### src/rtl/serial_alu_seq.sv
// -----------------------------------------------------------------------------
// serial_alu_seq
//
// Bit-serial sequencer for an external one-bit ALU. On an accepted start the
// operands and opcode are latched and fed to the ALU one bit per cycle, LSB
// first. The returned result bit is written into the result register, and the
// carry is chained through a local carry register for additions. The opcode
// 3 is illegal: it finishes in one cycle with err set and the ALU never runs.
//
// Ports
//   clk          rising-edge clock
//   rst          synchronous, active-high reset
//   start        request to begin an operation, honoured only in IDLE
//   op[1:0]      0 = add, 1 = and, 2 = not(a), 3 = illegal
//   a, b         WIDTH-bit operands
//   busy         high while bits are being processed (RUN)
//   done         one-cycle completion pulse (DONE)
//   result       final result, held until the next accepted start
//   carry_out    final carry of an add, 0 for other ops
//   err          set with done for the illegal opcode, held like result
//   alu_a/alu_b  current operand bits to the one-bit ALU (0 outside RUN)
//   alu_c_in     carry into the one-bit ALU (0 outside RUN)
//   alu_op       latched opcode to the one-bit ALU
//   alu_result   one-bit ALU result, combinational from the alu_* outputs
//   alu_c_out    one-bit ALU carry, valid only for add (may float otherwise)
// -----------------------------------------------------------------------------
module serial_alu_seq #(
    parameter int WIDTH = 8
) (
    input  logic             clk,
    input  logic             rst,
    input  logic             start,
    input  logic [1:0]       op,
    input  logic [WIDTH-1:0] a,
    input  logic [WIDTH-1:0] b,
    output logic             busy,
    output logic             done,
    output logic [WIDTH-1:0] result,
    output logic             carry_out,
    output logic             err,
    output logic             alu_a,
    output logic             alu_b,
    output logic             alu_c_in,
    output logic [1:0]       alu_op,
    input  logic             alu_result,
    input  logic             alu_c_out
);

    localparam int CW = (WIDTH > 1) ? $clog2(WIDTH) : 1;
    localparam logic [CW-1:0] LAST_BIT = CW'(WIDTH - 1);

    localparam logic [1:0] OP_ADD     = 2'd0;
    localparam logic [1:0] OP_ILLEGAL = 2'd3;

    typedef enum logic [1:0] {
        S_IDLE = 2'd0,
        S_RUN  = 2'd1,
        S_DONE = 2'd2
    } state_t;

    state_t           state_q,     state_d;
    logic [CW-1:0]    cnt_q,       cnt_d;
    logic [WIDTH-1:0] a_q,         a_d;
    logic [WIDTH-1:0] b_q,         b_d;
    logic [1:0]       op_q,        op_d;
    logic             carry_q,     carry_d;
    logic [WIDTH-1:0] result_q,    result_d;
    logic             carry_out_q, carry_out_d;
    logic             err_q,       err_d;

    // -------------------------------------------------------------------------
    // State register. Reset wins over everything, including a run in flight,
    // so an aborted operation never reaches DONE.
    // -------------------------------------------------------------------------
    always_ff @(posedge clk) begin
        if (rst) begin
            // NOTE: sequential state uses non-blocking assignments so every
            // register samples the pre-edge values of the others.
            state_q     <= S_IDLE;
            cnt_q       <= '0;
            a_q         <= '0;
            b_q         <= '0;
            op_q        <= OP_ADD;
            carry_q     <= 1'b0;
            result_q    <= '0;
            carry_out_q <= 1'b0;
            err_q       <= 1'b0;
        end else begin
            state_q     <= state_d;
            cnt_q       <= cnt_d;
            a_q         <= a_d;
            b_q         <= b_d;
            op_q        <= op_d;
            carry_q     <= carry_d;
            result_q    <= result_d;
            carry_out_q <= carry_out_d;
            err_q       <= err_d;
        end
    end

    // -------------------------------------------------------------------------
    // Next-state and datapath update.
    // -------------------------------------------------------------------------
    always_comb begin
        // NOTE: every variable gets a hold-value default first, so no path
        // through the case statement can leave one unassigned (no latches).
        state_d     = state_q;
        cnt_d       = cnt_q;
        a_d         = a_q;
        b_d         = b_q;
        op_d        = op_q;
        carry_d     = carry_q;
        result_d    = result_q;
        carry_out_d = carry_out_q;
        err_d       = err_q;

        unique case (state_q)
            S_IDLE: begin
                if (start) begin
                    a_d         = a;
                    b_d         = b;
                    op_d        = op;
                    carry_d     = 1'b0;
                    cnt_d       = '0;
                    result_d    = '0;
                    carry_out_d = 1'b0;
                    err_d       = (op == OP_ILLEGAL);
                    state_d     = (op == OP_ILLEGAL) ? S_DONE : S_RUN;
                end
            end

            S_RUN: begin
                result_d[cnt_q] = alu_result;
                // alu_c_out only carries meaning for add; for other ops it may
                // float, so it is kept off the carry path entirely.
                carry_d = (op_q == OP_ADD) ? alu_c_out : 1'b0;
                cnt_d   = cnt_q + CW'(1);
                if (cnt_q == LAST_BIT) begin
                    carry_out_d = carry_d;
                    state_d     = S_DONE;
                end
            end

            S_DONE: begin
                state_d = S_IDLE;
            end

            default: begin
                state_d = S_IDLE;
            end
        endcase
    end

    // -------------------------------------------------------------------------
    // Outputs. busy and done decode distinct states, so they never overlap.
    // -------------------------------------------------------------------------
    always_comb begin
        busy      = (state_q == S_RUN);
        done      = (state_q == S_DONE);
        result    = result_q;
        carry_out = carry_out_q;
        err       = err_q;
        alu_op    = op_q;
        alu_a     = 1'b0;
        alu_b     = 1'b0;
        alu_c_in  = 1'b0;
        if (state_q == S_RUN) begin
            alu_a    = a_q[cnt_q];
            alu_b    = b_q[cnt_q];
            alu_c_in = carry_q;
        end
    end

endmodule
### config.mk
export PLATFORM = sky130hd
export DESIGN_NAME = serial_alu_seq
export DESIGN_NICKNAME = d
export VERILOG_FILES = /design/src/rtl/serial_alu_seq.sv
export SDC_FILE = /design/constraint.sdc
export NUM_CORES = 1
export LEC_CHECK = 0
export CAP_MARGIN = 10
export CORE_ASPECT_RATIO = 1.25
export CORE_UTILIZATION = 25
export CTS_CLUSTER_DIAMETER = 120
export DETAILED_ROUTE_END_ITERATION = 7
export SLEW_MARGIN = 5
export SYNTH_ARGS = -nofsm -noshare
export SYNTH_HDL_FRONTEND = slang
export SYNTH_SLANG_ARGS = --single-unit
### constraint.sdc
create_clock -name clk -period 2.25 [get_ports clk]
set_clock_uncertainty 0.15 [all_clocks]
set_input_delay 0.45 -clock clk [delete_from_list [all_inputs] [get_ports clk]]
set_output_delay 0.45 -clock clk [all_outputs]
set_load 0.01 [all_outputs]
Word level (Yosys, flattened, before mapping)
Cells that the tools add are included.
{ "totals": {"romBits": 0, "wordCells": 49, "latchBits": 0, "ram_bits": 0, "in_bits": 23, "reg_bits": 34, "mem_count": 0} }
{ "classes": {"bitwise": 0, "shifts": 0, "order_cmp": 2, "n_div": 0, "mul": 0, "n_eq_ne": 6, "mux": 23, "n_reduce_logical": 8, "addsub": 1} }
{ "ops": {"columns": ["operator", "n"], "rows": [
  ["8-bit case mux with 2 select lines", 1],
  ["1-bit 2-to-1 mux", 9],
  ["8-bit bitwise mux", 1],
  ["8-bit 2-to-1 mux", 1],
  ["1-bit binary-select mux with 3-bit select", 2],
  ["2-bit 2-to-1 mux", 3],
  ["3-bit case mux with 2 select lines", 1],
  ["2-bit AND reduction", 3],
  ["2-bit equality test (second input constant)", 2],
  ["2-bit logical NOT", 2],
  ["3-bit by 4-bit < comparator with 1-bit output (second input constant)", 1],
  ["1-bit case mux with 2 select lines", 2],
  ["2-bit case mux with 2 select lines", 1],
  ["3-bit by 1-bit adder with 3-bit output (second input constant)", 1],
  ["1-bit demux with 3-bit select", 1],
  ["3-bit equality test (second input constant)", 1],
  ["3-bit by 1-bit greater-or-equal comparator with 1-bit output (second input constant)", 1],
  ["3-bit 2-to-1 mux", 1],
  ["3-bit AND reduction", 1],
  ["2-bit by 1-bit equality test with 1-bit output (second input constant)", 1],
  ["2-bit by 1-bit != test with 1-bit output (second input constant)", 1],
  ["2-bit != test (second input constant)", 1],
  ["2-bit nonzero test", 1],
  ["1-bit logical AND", 1]
]} }

Longest topological paths before layout
Gate-level depths: netlist of the first run.
{ "logic_depth": {"word_depth": 6, "depth_mapped": 6} }

Worst setup path after synthesis of the first run
Ideal clock, no wire load.
{ "synth_path": {"kind": "register to output", "startpoint": "reg cnt_q[1]", "endpoint": "out alu_b", "path_stages_with_launch": 5, "setup_slack_ns": 0.412, "n_path_buf": 1, "t_required_ns": 1.650, "t_arrival_ns": 1.238, "path_cell_list": "dfxtp_1 > clkbuf_2 > mux4_2 > nor2b_1 > nor4_1"} }
{ "synth_between": {"elab_chain_cells": 3} }
{ "synth_rtl": {"columns": ["item", "line_no", "rtl"], "rows": [
  ["start, declared", "62", "logic [CW-1:0] cnt_q, cnt_d;"],
  ["start signal, assigned", "90", "cnt_q <= cnt_d;"],
  ["1-bit binary-select mux with 3-bit select", "169", "alu_b = b_q[cnt_q];"],
  ["1-bit 2-to-1 mux (implied by the code)", "169", null],
  ["1-bit 2-to-1 mux", "167", "if (state_q == S_RUN) begin"],
  ["end, declared", "42", "output logic alu_b,"]
]} }
No other way between the ends. The select of a mux whose other input is x is not followed.

Worst setup path in the final report of the first run
Ends and elaborated chain as after synthesis.

==> impl_metrics.py, run 1 <==
metrics = {
    "route": {
        "dr.first_iter.drc_count": 95,
        "num_vias": 1383,
        "wirelength_um": 3540,
        "post-route-drc-count": 0,
        "via_per_inst": 4.53,
        "final_antenna_net_count": 0,
        "wl_per_cell_um": 11.6,
        "firstDrtPassIters": 4,
    },
    "clock_tree": {
        "cts_htree_levels": 2,
        "numCtsBuffers": 5,
        "clk_latency_ns": 0.28,
        "clk_pin_slew_ns": 0.07,
        "post_cts_buffers": 0,
        "root_buffer": "clkbuf_8",
        "cts.sinks": 34,
        "cts_tree": "done",
        "cts_buffer_depth": 2,
    },
    "yosys": {
        "synth.avg_cell_area_um2": 8.47,
        "ys_seq_area_share_pct": 43.7,
        "synth_cell_types": 35,
        "yosys_warnings": 0,
        "ys_seq_elements": 34,
        "syn_inst": 184,
        "syn_nets": 209,
        "syn_area_mm2": 0.00156,
    },
    "setup_path": {
        "path_max_fanout": 2,
        "worstSetupStartpointType": "flip-flop",
        "path_class": "reg2out",
        "crit_path_end_kind": "primary output",
        "required_ns": 1.65,
        "cp_slowest_cell": "dfxtp_2",
        "cp.arrival_ns": 1.55,
        "cp_cell_sequence": "mux4_2, nor2b_1, nor4_1, clkdlybuf4s15_1",
        "cpPeakStageDelay_ns": 0.33,
    },
    "global_routing": {
        "first_global_vias": 1270,
        "grt_pass1_wl_um": 6160,
        "grt_max_degree": 35,
        "grt_antenna_before_repair": 0,
        "grt-ovfl-total": 0,
        "track_usage_pct": 11.9,
    },
    "place": {
        "hpwl_um": 2550,
        "dpl-instance-area_mm2": 0.00203,
        "dp_worst_setup_slack_ns": 0.0515,
        "io_buffers": 39,
        "dp.cells": 297,
        "place_congestion": 0.728,
    },
    "status": {
        "outcome": "finished, final reports clean",
    },
    "flow_run": {
        "cap_violations": 0,
    },
    "floorplanning": {
        "die_w_um": 72.6,
        "rows": 31,
        "io_pins": 40,
        "core_mm2": 0.00590,
        "fp.dieArea_mm2": 0.00656,
        "die_h_um": 90.3,
        "start_util_pct": 26.4,
    },
    "power_and_ir_drop": {
        "irDropWorstVdd_v": 0.000237,
        "power.density_mw_per_mm2": 611,
        "p_leak_nw": 0.764,
    },
    "final_layout": {
        "final_cells": 305,
        "final_area_mm2": 0.00213,
        "drive_gt1_share_pct": 12.6,
        "antenna_cells": 0,
        "fin_nets": 247,
        "area_growth_pct": 36.5,
        "fin_util_pct": 36.1,
    },
    "timing": {
        "fmax_mhz": 465,
        "finalCritPeriodShare_pct": 95.6,
        "min_period_ns": 2.15,
        "rsz0062_at_grt": "yes",
        "worst_slack_ns": 0.0979,
        "slew_headroom_pct": 67.4,
        "finalSetupViolCount": 0,
        "slew_viol_final": 0,
        "tightest_slew_ns": 0.488,
        "final_hold_viol_count": 0,
    },
    "worst_hold_path": {
        "hold_class": "reg2reg",
    },
}
## cell families (layout without fill, tap and decap cells)
family,after synthesis,after routing,synth area share (%)
simple gates,78,78,24.1
compound gates,45,45,17.7
flops,34,34,43.7
buf+inv,20,59,7.22
mux,5,5,5.70
fa+ha+maj,2,2,1.60
## cells in the mapped netlist (all sizes together)
library cell / count / area [um2]
o2111ai: 1 / 8.76
mux4: 3 / 67.6
buf: 13 / 85.1
a2111oi: 1 / 8.76
nand2b: 3 / 18.8
and2: 1 / 6.26
or3b: 2 / 20.0
nand2: 41 / 154
mux2: 1 / 11.3
nand3b: 1 / 7.51
nor4: 1 / 6.26
ha: 2 / 25.0
mux2i: 1 / 10.0
nand3: 12 / 60.1
nand4: 2 / 12.5
nor2: 3 / 11.3
a32oi: 1 / 8.76
dfxtp: 34 / 681
inv: 2 / 7.51
a21oi: 32 / 160
o211ai: 7 / 57.6
nor3: 2 / 10.0
o311ai: 2 / 25.0
nor2b: 6 / 37.5
clkbuf: 5 / 20.0
a22oi: 1 / 7.51
and3b: 1 / 8.76
nor3b: 3 / 22.5
## final timing paths
path	start	end	slack (ns)	cells past startpoint
hold / removal	b_q[7]	b_q[7]	0.30	2
hold reg to reg	b_q[7]	b_q[7]	0.30	2
setup reg to reg	cnt_q[0]	result[0]	0.70	4
setup / recovery	cnt_q[1]	alu_b	0.1	4
## sequential cells by signal, summed over array words and instances (netlist names)
signal     flops
a_q            8
result         8
carry_q        1
carry_out      1
alu_op         2
err            1
cnt_q          3
state_q        2
b_q            8
## metal layers
layer  wire length [um]  up-vias  global-route usage [%]
li1                   -      715                       -
met1               1540      633                    15.4
met2               1800       30                    19.1
met3                154        5                    3.46
met4                 38        0                    2.94
met5                  0        -                       0
## cell type report
type / instances / area, um2
Clock buffer: 7 / 86.3
Tap cell: 82 / 103
Timing Repair Buffer: 49 / 470
Multi-Input combinational cell: 130 / 771
Fill cell: 662 / 3770
Inverter: 2 / 7.51
Clock inverter: 1 / 5.00
Sequential cell: 34 / 686
## where the power goes
part           total [mW]  internal (mW)  switching [mW]
combinational       0.199          0.100          0.0991
sequential          0.646          0.630          0.0158
clock               0.456          0.247           0.209
total                1.30          0.977           0.324
## timing repair
action                     CTS  global route
gates cloned                 0             0
setup endpoints to repair    4             3
hold buffers                 0             0
resized for setup            7             4
## stage by stage
stage / power, mW / setup TNS, ns / hold slack (ns)
2_1_floorplan: 0.777 / 0 / 0.282
3_3_place_gp: 0.860 / 0 / 0.296
3_5_place_dp: 0.862 / 0 / 0.296
4_1_cts: 1.32 / 0 / 0.306
5_1_grt: 1.37 / -0.0129 / 0.324
6_report: 1.30 / 0 / 0.301
## worst max-delay path: cells and delay by family, from the launching register on
kind	cells	cell delay (ns)
buf+inv	1	0.29
flops	1	0.33
mux	1	0.32
simple gates	2	0.33
## layout by cell type (no fill, tap or decap), drive strengths merged, types with 6 or more instances in the layout
cell / netlist / routed
clkdlybuf4s50: 0 / 35
clkbuf: 5 / 7
dfxtp: 34 / 34
o211ai: 7 / 7
nor2b: 6 / 6
buf: 13 / 10
nand2: 41 / 41
nand3: 12 / 12
a21oi: 32 / 32
No activity file was read; power rests on OpenSTA's default activity.
==> inputs of run 2 (changes only) <==
--- a/config.mk
+++ b/config.mk
@@ -8,9 +8,7 @@
 export CAP_MARGIN = 10
 export CORE_ASPECT_RATIO = 1.25
 export CORE_UTILIZATION = 25
-export CTS_CLUSTER_DIAMETER = 120
 export DETAILED_ROUTE_END_ITERATION = 7
-export SLEW_MARGIN = 5
 export SYNTH_ARGS = -nofsm -noshare
 export SYNTH_HDL_FRONTEND = slang
 export SYNTH_SLANG_ARGS = --single-unit
==> constraint.sdc (replaced) <==
create_clock -name clk -period 2.25 [get_ports clk]
set_clock_uncertainty 0.15 [all_clocks]
set_input_delay 0.45 -clock clk [delete_from_list [all_inputs] [get_ports clk]]
set_output_delay 0.45 -clock clk [all_outputs]
set_load 0.05 [all_outputs]
==> run 2 against run 1 <==
  * Cell count rose by 0.66%
  * Global-route usage rose by 0.55 points
  * Via count rose by 0.80%
  * First-iteration DRC count fell by 41%
  * Die area did not move
  * Worst setup slack got worse by 0.0096 ns
  * Flip-flop and latch count did not move
  * Register-to-register slack got worse by 0.02 ns
  * Combinational power rose by 23%
  * Hold slack improved by 0.0015 ns
  * Maximum frequency fell by 0.44%
  * Largest power group unchanged
==> impl_metrics.py, run 2 (synthesis gave the netlist of run 1 again) <==
metrics = {
    "status": {
        "outcome": "finished, final reports clean",
    },
    "route": {
        "wirelength_um": 3630,
        "post-route-drc-count": 0,
        "num_vias": 1394,
        "dr.first_iter.drc_count": 56,
        "via_per_inst": 4.54,
        "wl_per_cell_um": 11.8,
        "final_antenna_net_count": 0,
        "firstDrtPassIters": 4,
    },
    "clock_tree": {
        "clk_pin_slew_ns": 0.07,
        "post_cts_buffers": 0,
        "cts.sinks": 34,
        "cts_buffer_depth": 2,
        "cts_htree_levels": 2,
        "root_buffer": "clkbuf_8",
        "cts_tree": "done",
        "clk_latency_ns": 0.28,
        "numCtsBuffers": 5,
    },
    "place": {
        "hpwl_um": 2640,
        "io_buffers": 39,
        "place_congestion": 0.757,
    },
    "setup_path": {
        "cp.arrival_ns": 1.56,
        "r2r-start": "state_q[0]",
        "path_max_fanout": 2,
        "required_ns": 1.65,
        "path_class": "reg2out",
        "worst-r2r-cell-count": 5,
        "crit_path_end_kind": "primary output",
        "rr_endpoint": "result[1]",
        "reg2reg_slack_ns": 0.68,
        "worstSetupStartpointType": "flip-flop",
        "startpoint": "cnt_q[1]",
        "endpoint": "alu_b",
    },
    "final_layout": {
        "final_common_cell": "nand2_1",
        "antenna_cells": 0,
        "fin_nets": 249,
        "nFillCells": 652,
        "area_growth_pct": 41.3,
        "final_cell_mix": "41 x nand2_1, 34 x clkdlybuf4s50_1, 32 x a21oi_1, 31 x dfxtp_1, 14 x buf_4",
        "drive_gt1_share_pct": 18.2,
    },
    "floorplanning": {
        "rows": 31,
        "io_pins": 40,
        "die_h_um": 90.3,
        "fp.dieArea_mm2": 0.00656,
        "core_mm2": 0.00590,
        "die_w_um": 72.6,
        "start_util_pct": 26.4,
    },
    "global_routing": {
        "track_usage_pct": 12.4,
        "grt-ovfl-total": 0,
        "grt_max_degree": 35,
        "grt_pass1_wl_um": 6470,
        "first_global_vias": 1481,
        "grt_antenna_before_repair": 0,
    },
    "timing": {
        "slew_viol_final": 0,
        "setup_tns_ns": 0,
        "finalCritPeriodShare_pct": 96.1,
        "slew_headroom_pct": 65.7,
        "finalSetupViolCount": 0,
        "hold_ws_ns": 0.303,
        "final_hold_viol_count": 0,
        "min_period_ns": 2.16,
        "rsz0062_at_grt": "no",
        "tightest_slew_ns": 0.514,
        "fmax_mhz": 463,
    },
    "power_and_ir_drop": {
        "p_leak_nw": 0.785,
        "irDropWorstVdd_v": 0.000312,
        "power.density_mw_per_mm2": 640,
    },
    "flow_run": {
        "cap_violations": 0,
    },
    "worst_hold_path": {
        "hold_class": "reg2reg",
    },
}
[run 2: worst min path at each step]
stage               startpoint  endpoint  slack, ns  cells past startpoint
floorplan               b_q[0]    b_q[0]       0.28                      2
global placement        b_q[0]    b_q[0]       0.29                      2
detailed placement      b_q[0]    b_q[0]       0.29                      2
CTS                     b_q[0]    b_q[0]       0.30                      2
global route            a_q[4]    a_q[4]       0.32                      2
finish                  b_q[5]    b_q[5]       0.30                      2
[run 2: layer usage]
| layer | track usage (%) | wire length, um | up-vias |
|---|---|---|---|
| met5 | 0 | 0 | - |
| met4 | 4.74 | 60 | 0 |
| met3 | 3.57 | 152 | 7 |
| met2 | 20.7 | 1740 | 30 |
| met1 | 14.8 | 1680 | 637 |
| li1 | - | - | 720 |
[run 2: timing repair]
action / 4_1_cts / 5_1_grt
endpoints found under the setup margin: 1 / 4
gates resized for setup: 3 / 6
hold buffers: 0 / 0
[run 2: through the flow]
step / total power, mW / cell area [um2] / utilization, % / setup WS [ns] / std cells
detailed placement: 0.903 / 2070 / 35.1 / 0.234 / 299
floorplan: 0.807 / 1570 / - / 0.0625 / 184
CTS: 1.43 / 2190 / 37.1 / 0.00313 / 307
finish: 1.41 / 2200 / 37.4 / 0.0884 / 307
global route: 1.48 / 2200 / 37.4 / 0.00736 / 307
global placement: 0.900 / 2070 / 35.1 / 0.270 / 299
[run 2: cell type report]
cell class / count / area, um2 / area share [%]
multi-input combinational: 130 / 802 / 36.4
inverter: 2 / 7.51 / 0.341
timing repair buffer: 51 / 497 / 22.5
clock buffer: 8 / 110 / 5.00
sequential: 34 / 684 / 31.1
tap: 82 / 103 / 4.66
[run 2: report_power, final]
group | internal, mW | total (mW) | leakage (nW) | switching (mW)
Sequential | 0.631 | 0.647 | 0.279 | 0.0167
Combinational | 0.115 | 0.245 | 0.449 | 0.130
Clock | 0.309 | 0.518 | 0.0575 | 0.209
[run 2: worst max-delay path, stage by stage (launching register included)]
cell and delay [ns]:
dfxtp_2 0.35, mux4_2 0.51, nor2b_2 0.17, nor4_4 0.06, buf_4 0.19
==> inputs of run 3 (changes only) <==
--- a/config.mk
+++ b/config.mk
@@ -7,7 +7,9 @@
 export LEC_CHECK = 0
 export CAP_MARGIN = 10
 export CORE_ASPECT_RATIO = 1.25
+export CORE_MARGIN = 2
 export CORE_UTILIZATION = 25
+export CTS_BUF_LIST = sky130_fd_sc_hd__clkbuf_16
 export DETAILED_ROUTE_END_ITERATION = 7
 export SYNTH_ARGS = -nofsm -noshare
 export SYNTH_HDL_FRONTEND = slang
==> run 3 against run 2 <==
  * Die area rose by 5.0%
  * Critical path depth did not move
  * Largest power group unchanged
  * Non-clock buffer count did not move
  * Design area rose by 0.74%
  * Combinational power barely moved
==> impl_metrics.py, run 3 (synthesis gave the netlist of run 1 again) <==
metrics = {
    "floorplanning": {
        "start_util_pct": 25.6,
        "core_mm2": 0.00609,
        "die_h_um": 92.3,
        "fp.dieArea_mm2": 0.00689,
        "die_w_um": 74.6,
        "rows": 32,
        "io_pins": 40,
    },
    "clock_tree": {
        "postCtsHoldBufs": 0,
        "numCtsBuffers": 5,
        "post_cts_buffers": 0,
        "cts_tree": "done",
        "cts_htree_levels": 2,
        "cts_buffer_depth": 2,
        "cts.sinks": 34,
        "clk_pin_slew_ns": 0.05,
        "clk_latency_ns": 0.27,
        "root_buffer": "clkbuf_16",
    },
    "global_routing": {
        "grt-ovfl-total": 0,
        "track_usage_pct": 11.2,
        "grt_pass1_wl_um": 5860,
        "first_global_vias": 1258,
        "grt_max_degree": 35,
        "grt_antenna_before_repair": 0,
    },
    "power_and_ir_drop": {
        "power.density_mw_per_mm2": 686,
        "irDropWorstVdd_v": 0.000411,
        "total_power_mw": 1.52,
        "p_leak_nw": 0.798,
    },
    "setup_path": {
        "path_max_fanout": 2,
        "cp_slowest_cell": "mux4_2",
        "cp.arrival_ns": 1.60,
        "startpoint": "cnt_q[1]",
        "cp_cell_sequence": "mux4_2, nor2b_1, nor4_4, buf_4",
        "cpPeakStageDelay_ns": 0.49,
        "crit_family": "multiplexers",
        "worstSetupStartpointType": "flip-flop",
        "crit_path_end_kind": "primary output",
        "path_class": "reg2out",
        "path_buf_inv": 1,
        "r2r-start": "state_q[0]",
        "required_ns": 1.65,
    },
    "route": {
        "wl_per_cell_um": 11.7,
        "dr.first_iter.drc_count": 62,
        "num_vias": 1408,
        "wirelength_um": 3620,
        "post-route-drc-count": 0,
        "firstDrtPassIters": 4,
        "final_antenna_net_count": 0,
        "via_per_inst": 4.54,
    },
    "timing": {
        "setup_tns_ns": 0,
        "fmax_mhz": 454,
        "min_period_ns": 2.20,
        "hold_ws_ns": 0.299,
        "slew_viol_final": 0,
        "rsz0062_at_grt": "no",
        "finalCritPeriodShare_pct": 97.8,
        "slew_headroom_pct": 65.0,
        "tightest_slew_ns": 0.523,
        "finalSetupViolCount": 0,
        "final_hold_viol_count": 0,
    },
    "final_layout": {
        "area_growth_pct": 42.4,
        "antenna_cells": 0,
        "nFillCells": 659,
        "final_area_mm2": 0.00222,
        "drive_gt1_share_pct": 15.6,
        "seq_area_um2": 683,
        "fin_nets": 249,
        "final_cell_mix": "41 x nand2_1, 34 x clkdlybuf4s50_1, 32 x a21oi_1, 32 x dfxtp_1, 15 x buf_4",
        "final_cells": 310,
        "final_common_cell": "nand2_1",
        "multi_input_area_um2": 792,
    },
    "flow_run": {
        "cap_violations": 0,
    },
    "place": {
        "place_congestion": 0.789,
        "io_buffers": 39,
        "hpwl_um": 2600,
        "dpl-instance-area_mm2": 0.00207,
        "dp.cells": 302,
    },
    "worst_hold_path": {
        "hold_class": "reg2reg",
        "hold_start": "a_q[4]",
    },
    "status": {
        "outcome": "finished, final reports clean",
    },
}
-- run 3: per-layer routing --
layer	wire, um	vias up	part of all wire (%)	track usage (%)
li1	-	721	-	-
met1	1630	651	45	13.7
met2	1760	31	48	18.1
met3	177	5	4.9	4.13
met4	54	0	1.5	3.57
met5	0	-	0	0
-- run 3: tightest hold or removal path, stage by stage (launching register included) --
cell and delay (ns):
dfxtp_1 0.30, nand2_1 0.05, a21oi_1 0.05
-- run 3: power by group --
part / switching, mW / internal, mW
logic: 0.130 / 0.111
clock network: 0.235 / 0.399
registers: 0.0151 / 0.632
-- run 3: metrics by stage --
stage / util [%] / setup WS, ns
2_1_floorplan: - / 0.0625
3_3_place_gp: 34.1 / 0.279
3_5_place_dp: 34.1 / 0.235
4_1_cts: 36.4 / 0.0242
5_1_grt: 36.5 / 0.00649
6_report: 36.5 / 0.0490
-- run 3: final cells by class --
class / count / area share (%)
inverter: 2 / 0.338
clock buffer: 5 / 5.64
sequential: 34 / 30.8
multi-input combinational: 130 / 35.7
clock inverter: 3 / 0.564
timing repair buffer: 51 / 22.2
tap: 85 / 4.79
-- run 3: what timing repair did --
| action | CTS | global route |
|---|---|---|
| setup endpoints to repair | 1 | 2 |
| gates resized for setup | 1 | 3 |
| hold endpoints to repair | 0 | 0 |
| gates cloned | 0 | 0 |
-- run 3: final timing paths --
kind,end,slack [ns],cells past startpoint
setup / recovery,alu_b,0.05,4
hold / removal,a_q[4],0.30,2
hold reg to reg,a_q[4],0.30,2
setup reg to reg,result[1],0.70,5
